<file path="src/rtl/fifo_piso_pkg.sv">
// fifo_piso_pkg: shared state encoding and default word width for the FIFO drain serializer
package fifo_piso_pkg;
  localparam int WIDTH_DEF = 8;
  typedef enum logic [2:0] {IDLE, POP, LOAD, SHIFT, PARITY} state_t;
endpackage

</file>
<file path="src/rtl/piso_shreg.sv">
// piso_shreg: parallel-load shift register, shifts left on enable, MSB is the serial output
module piso_shreg #(
  parameter int WIDTH = 8
) (
  input  logic             clk,
  input  logic             reset,
  input  logic             load,
  input  logic             shift,
  input  logic [WIDTH-1:0] din,
  output logic             msb
);
  logic [WIDTH-1:0] sr;
  always_ff @(posedge clk or posedge reset)
    if (reset) sr <= '0;
    else if (load) sr <= din;
    else if (shift) sr <= sr << 1;
  assign msb = sr[WIDTH-1];
endmodule

</file>
<file path="src/rtl/fifo_piso_drain.sv">
// fifo_piso_drain: pops words from a FIFO and emits them MSB-first as serial frames with optional even parity
module fifo_piso_drain
  import fifo_piso_pkg::*;
#(
  parameter int WIDTH     = WIDTH_DEF,
  parameter bit PARITY_EN = 1'b1
) (
  input  logic             clk,
  input  logic             reset,
  input  logic [WIDTH-1:0] fifo_data,
  input  logic             fifo_empty,
  input  logic             fifo_push,
  output logic             fifo_pop,
  output logic             ser_data,
  output logic             ser_valid,
  input  logic             ser_ready,
  output logic             ser_last,
  output logic [7:0]       frame_cnt
);
  localparam int CW = $clog2(WIDTH) + 1;
  state_t state, next;
  logic [CW-1:0] cnt;
  logic par, msb, acc, end_bit;
  state_t done_next;
  assign fifo_pop  = state == POP && !fifo_push && !fifo_empty;
  assign end_bit   = cnt == CW'(WIDTH - 1);
  assign ser_valid = state == SHIFT || state == PARITY;
  assign ser_data  = (state == SHIFT && msb) || (state == PARITY && par);
  assign ser_last  = state == PARITY || (state == SHIFT && end_bit && !PARITY_EN);
  assign acc       = ser_valid && ser_ready;
  // The IDLE empty-check is folded into the final-bit edge, giving the 2-cycle frame gap
  assign done_next = fifo_empty ? IDLE : POP;
  always_comb begin
    next = state;
    unique case (state)
      IDLE:    next = fifo_empty ? IDLE : POP;
      POP:     next = fifo_pop ? LOAD : fifo_push ? POP : IDLE;
      LOAD:    next = SHIFT;
      SHIFT:   next = !(acc && end_bit) ? SHIFT : PARITY_EN ? PARITY : done_next;
      PARITY:  next = acc ? done_next : PARITY;
      default: next = IDLE;
    endcase
  end
  always_ff @(posedge clk or posedge reset)
    if (reset) begin
      state     <= IDLE;
      cnt       <= '0;
      par       <= 1'b0;
      frame_cnt <= '0;
    end else begin
      state <= next;
      if (state == LOAD) begin
        cnt <= '0;
        par <= ^fifo_data;
      end else if (state == SHIFT && acc) cnt <= cnt + 1'b1;
      if (acc && ser_last) frame_cnt <= frame_cnt + 8'd1;
    end
  piso_shreg #(.WIDTH(WIDTH)) u_shreg (
    .clk   (clk),
    .reset (reset),
    .load  (state == LOAD),
    .shift (state == SHIFT && acc),
    .din   (fifo_data),
    .msb   (msb)
  );
endmodule

</file>
<file path="config.mk">
export PLATFORM = sky130hd
export DESIGN_NAME = fifo_piso_drain
export DESIGN_NICKNAME = d
export VERILOG_FILES = /design/src/rtl/fifo_piso_pkg.sv /design/src/rtl/piso_shreg.sv /design/src/rtl/fifo_piso_drain.sv
export SDC_FILE = /design/constraint.sdc
export NUM_CORES = 1
export LEC_CHECK = 0
export CAP_MARGIN = 10
export CORE_MARGIN = 2
export CORE_UTILIZATION = 45
export DETAILED_ROUTE_END_ITERATION = 7
export HOLD_SLACK_MARGIN = 0.03
export PLACE_DENSITY = 0.78
export SETUP_SLACK_MARGIN = 0.2
export SKIP_CTS_REPAIR_TIMING = 1
export SYNTH_ARGS = -nofsm -noshare
export SYNTH_HDL_FRONTEND = slang
export SYNTH_SLANG_ARGS = --single-unit
</file>
<file path="constraint.sdc">
create_clock -name clk -period 1.3 [get_ports clk]
set_input_delay 0.195 -clock clk [delete_from_list [all_inputs] [get_ports clk]]
set_output_delay 0.195 -clock clk [all_outputs]
set_load 0.01 [all_outputs]
</file>
==> results <==
[path summary, 6_finish.rpt]
check | slack [ns] | from | endpoint
setup / recovery | -0.29 | state[0] | ser_data
hold / removal | 0.18 | reset | u_shreg.sr[7]
setup reg to reg | -0.16 | state[2] | cnt[0]
hold reg to reg | 0.51 | u_shreg.sr[4] | u_shreg.sr[4]
max in group asynchronous | 0.86 | reset | state[2]
min in group clk | 0.51 | u_shreg.sr[4] | u_shreg.sr[4]
[worst register-to-register path, stage by stage (launching register included)]
cell                       delay (ns)
sky130_fd_sc_hd__dfrtp_2         0.48
sky130_fd_sc_hd__buf_4           0.15
sky130_fd_sc_hd__nand2b_4        0.14
sky130_fd_sc_hd__a21o_1          0.20
sky130_fd_sc_hd__buf_4           0.15
sky130_fd_sc_hd__mux2_2          0.25
[placed cells by master, fill, tap and decap left out, types with 2 or more instances in the layout]
cell type                         synthesis  final
sky130_fd_sc_hd__a21oi_1                  9      2
sky130_fd_sc_hd__a21oi_2                  0      7
sky130_fd_sc_hd__buf_2                    0      6
sky130_fd_sc_hd__buf_4                    1     39
sky130_fd_sc_hd__buf_6                    4     11
sky130_fd_sc_hd__clkbuf_2                 0      3
sky130_fd_sc_hd__clkbuf_4                 0      3
sky130_fd_sc_hd__clkdlybuf4s50_1          0     12
sky130_fd_sc_hd__dfrtp_1                 24     22
sky130_fd_sc_hd__dfrtp_2                  0      2
sky130_fd_sc_hd__inv_1                    5      4
sky130_fd_sc_hd__inv_2                    1      2
sky130_fd_sc_hd__nand2_1                 13     11
sky130_fd_sc_hd__nand2b_4                 1      2
sky130_fd_sc_hd__nand4_1                  4      4
sky130_fd_sc_hd__nor2_1                   7      6
sky130_fd_sc_hd__nor2_2                   1      2
sky130_fd_sc_hd__nor3_4                   2      2
sky130_fd_sc_hd__o21ai_1                  7      9
sky130_fd_sc_hd__xnor2_1                 13     11
sky130_fd_sc_hd__xnor2_2                  0      2
[through the flow]
stage / util, % / power, mW
after global routing: 74.6 / 3.31
after global placement: 63.6 / 2.24
final: 74.6 / 3.13
after CTS: 65.5 / 2.87
after detailed placement: 63.6 / 2.31
after floorplan: - / 1.82
[logic make-up (layout without fill, tap and decap cells)]
family | count (synthesis) | after routing | share of synthesized area (%)
and+or+nand+nor | 40 | 40 | 20.7
DFF | 24 | 24 | 46.9
buffers and inverters | 11 | 83 | 5.86
AOI/OAI and AO/OA | 28 | 28 | 13.4
xor gates and xnor gates | 14 | 14 | 9.57
muxes | 2 | 2 | 1.66
adders and majority gates | 2 | 2 | 1.95
[final cells by class]
type,instances,area [sq um],area share [%]
flip-flops and latches,24,603,29.6
inverters,6,22.5,1.10
clock buffers,3,22.5,1.10
clock inverters,1,30.0,1.47
multi-input cells,86,704,34.6
repair buffers,73,617,30.3
well taps,31,38.8,1.90
[flip-flops by register name, indices dropped and copies added, names as in the netlist]
signal      cells
state           3
par             1
cnt             4
frame_cnt       8
u_shreg.sr      8
[power groups by stage]
stage | Clock (mW) | Sequential [mW] | Combinational [mW]
final | 0.566 | 1.06 | 1.50
after global routing | 0.592 | 1.08 | 1.63
after CTS | 0.571 | 1.06 | 1.23
after detailed placement | 0 | 1.08 | 1.23
after global placement | 0 | 1.06 | 1.18
after floorplan | 0 | 1.03 | 0.787
[routing by layer]
layer,up-vias,GRT usage (%),routed length [um]
met5,-,0,0
met3,6,3.63,125
met4,0,10.6,78
li1,563,-,-
met2,29,31.0,1690
met1,557,22.2,1280
[synth_stat cells, types with 2 or more instances]
cell type	number
sky130_fd_sc_hd__a21oi_1	9
sky130_fd_sc_hd__buf_6	4
sky130_fd_sc_hd__dfrtp_1	24
sky130_fd_sc_hd__ha_1	2
sky130_fd_sc_hd__inv_1	5
sky130_fd_sc_hd__nand2_1	13
sky130_fd_sc_hd__nand3_1	2
sky130_fd_sc_hd__nand4_1	4
sky130_fd_sc_hd__nor2_1	7
sky130_fd_sc_hd__nor3_4	2
sky130_fd_sc_hd__o21ai_0	3
sky130_fd_sc_hd__o21ai_1	7
sky130_fd_sc_hd__xnor2_1	13
==> metrics.cfg <==
[placed_design]
gp_congestion=0.789
place_inst=197
buffer_ports.inserted=24
place_worst_setup_slack_ns=-0.427
post_dp_cell_area_sq_um=1740
place.detailed.hpwl_um=2110

[cts]
number_of_buffers_on_the_longest_clock_path=2
cts-buffers-inserted=3
worstSkewPairLatency_ns=0.34
clock_tree.htree_level_count=1
clock_tree.root_cell=sky130_fd_sc_hd__clkbuf_4
clock_tree_from_tritoncts=yes
clk_transition_reported_paths_ns=0.14
tritoncts_num_sinks=24

[timing]
slew_viol_final=0
fin_worst_hold_slack_ns=0.181
timing.final.crit_period_ns=1.59
tns_ns=-2.75
worst_slew_pin_slew_ns=0.318
final_hold_viol_count=0
layout_setup_ws_ns=-0.293
min_period_over_period_pct=123
fmax_mhz=628
slew_hr_pct=78.8
setup_viol=22
fin_skew_ns=0.00488
unrepaired_setup_endpoints_after_global_routing=yes

[global_route]
wire_length_of_the_first_global_routing_pass_um=4640
grt_remaining_overflow=0
grt_util_all_layers_pct=18.6
grt_start_max_net_pins=25
first_global_vias=1048
initial_antenna_violation_count=0

[final_layout]
design_area_sq_um=2040
final.fill_count=181
antenna_cells=0
final-instance-count-excl-fill=224
syn_to_final_growth_pct=59.1
post_route_cells_drive_above_1_share_pct=51.8
finish.net_count=209

[worst_setup_path]
critical_path.top_delay_family=flip-flops
timing.critical_path.slowest_cell_delay_ns=0.44
cp_num_cells=4
critical_path.cell_chain=buf_6 > nor2b_4 > a32o_2 > buf_6
crit_required_ns=1.11
cp_capture_type=output port
worstPathMaxFanout=3
critical_setup_path_kind=flop to output port
critPathMostFrequentCell=sky130_fd_sc_hd__buf_6
critical-path-slowest-cell=sky130_fd_sc_hd__dfrtp_1
worst_r2r_path_depth=5
critPathArrivalTime_ns=1.40
sort_of_element_at_the_start_of_the_critical_path=flop
path_buf_inv=2

[status]
status=finished with violations
violated_checks=negative setup slack

[route]
route.antenna.remaining_nets=0
route.detailed.vias_per_inst=5.16
drt_first_pass_iters=4
drt_iter0_markers=29
drc=0
post_dr_wirelength_cell_um=14.2
postRouteWirelength_um=3180
num_vias=1155

[logic_synthesis]
synth_largest_type_area_fraction_pct=46.9
postSynth.topFlopCell=sky130_fd_sc_hd__dfrtp_1
syn-cell-area_sq_um=1280
synth.top_cells.by_area=sky130_fd_sc_hd__dfrtp_1 47%, sky130_fd_sc_hd__xnor2_1 8.9%, sky130_fd_sc_hd__nand2_1 3.8%
avgSynthCellArea_sq_um=10.6
synth_enable_flop_cells=0
synth-seq-area-share_pct=46.9
syn-num-nets=136
ys_seq_elements=24
synth-async-reset-ratio_pct=100
ys_warn_count=0
synth_top_area_cell=sky130_fd_sc_hd__dfrtp_1
post_synth_inst_count=121
yosys.cell_types.count=39

[die]
floorplan.rows=19
io_pins=25
die_height_um=57.4
initial_utilization_pct=46.9
fp.coreArea_sq_um=2730
die_w_um=57.4
floorplan.die_area_sq_um=3290

[power_and_ir_drop]
power.clock.fraction_pct=18.1
vdd_ir_drop_max_v=0.00119
internal-power_mw=2.10
power_leakage_nw=1.02
sequentialPowerShare_pct=34.0
pwr_density_cell_nw_per_um2=1540
combPwrFrac_pct=47.9
total_switching_power_mw=1.03
sw_frac_of_total_pct=32.8

[hold_path]
hold_class=input pin to asynchronous set/reset pin

[flow_run]
drv.max_cap_violation_count=0

No activity file was read; power rests on OpenSTA's default activity.
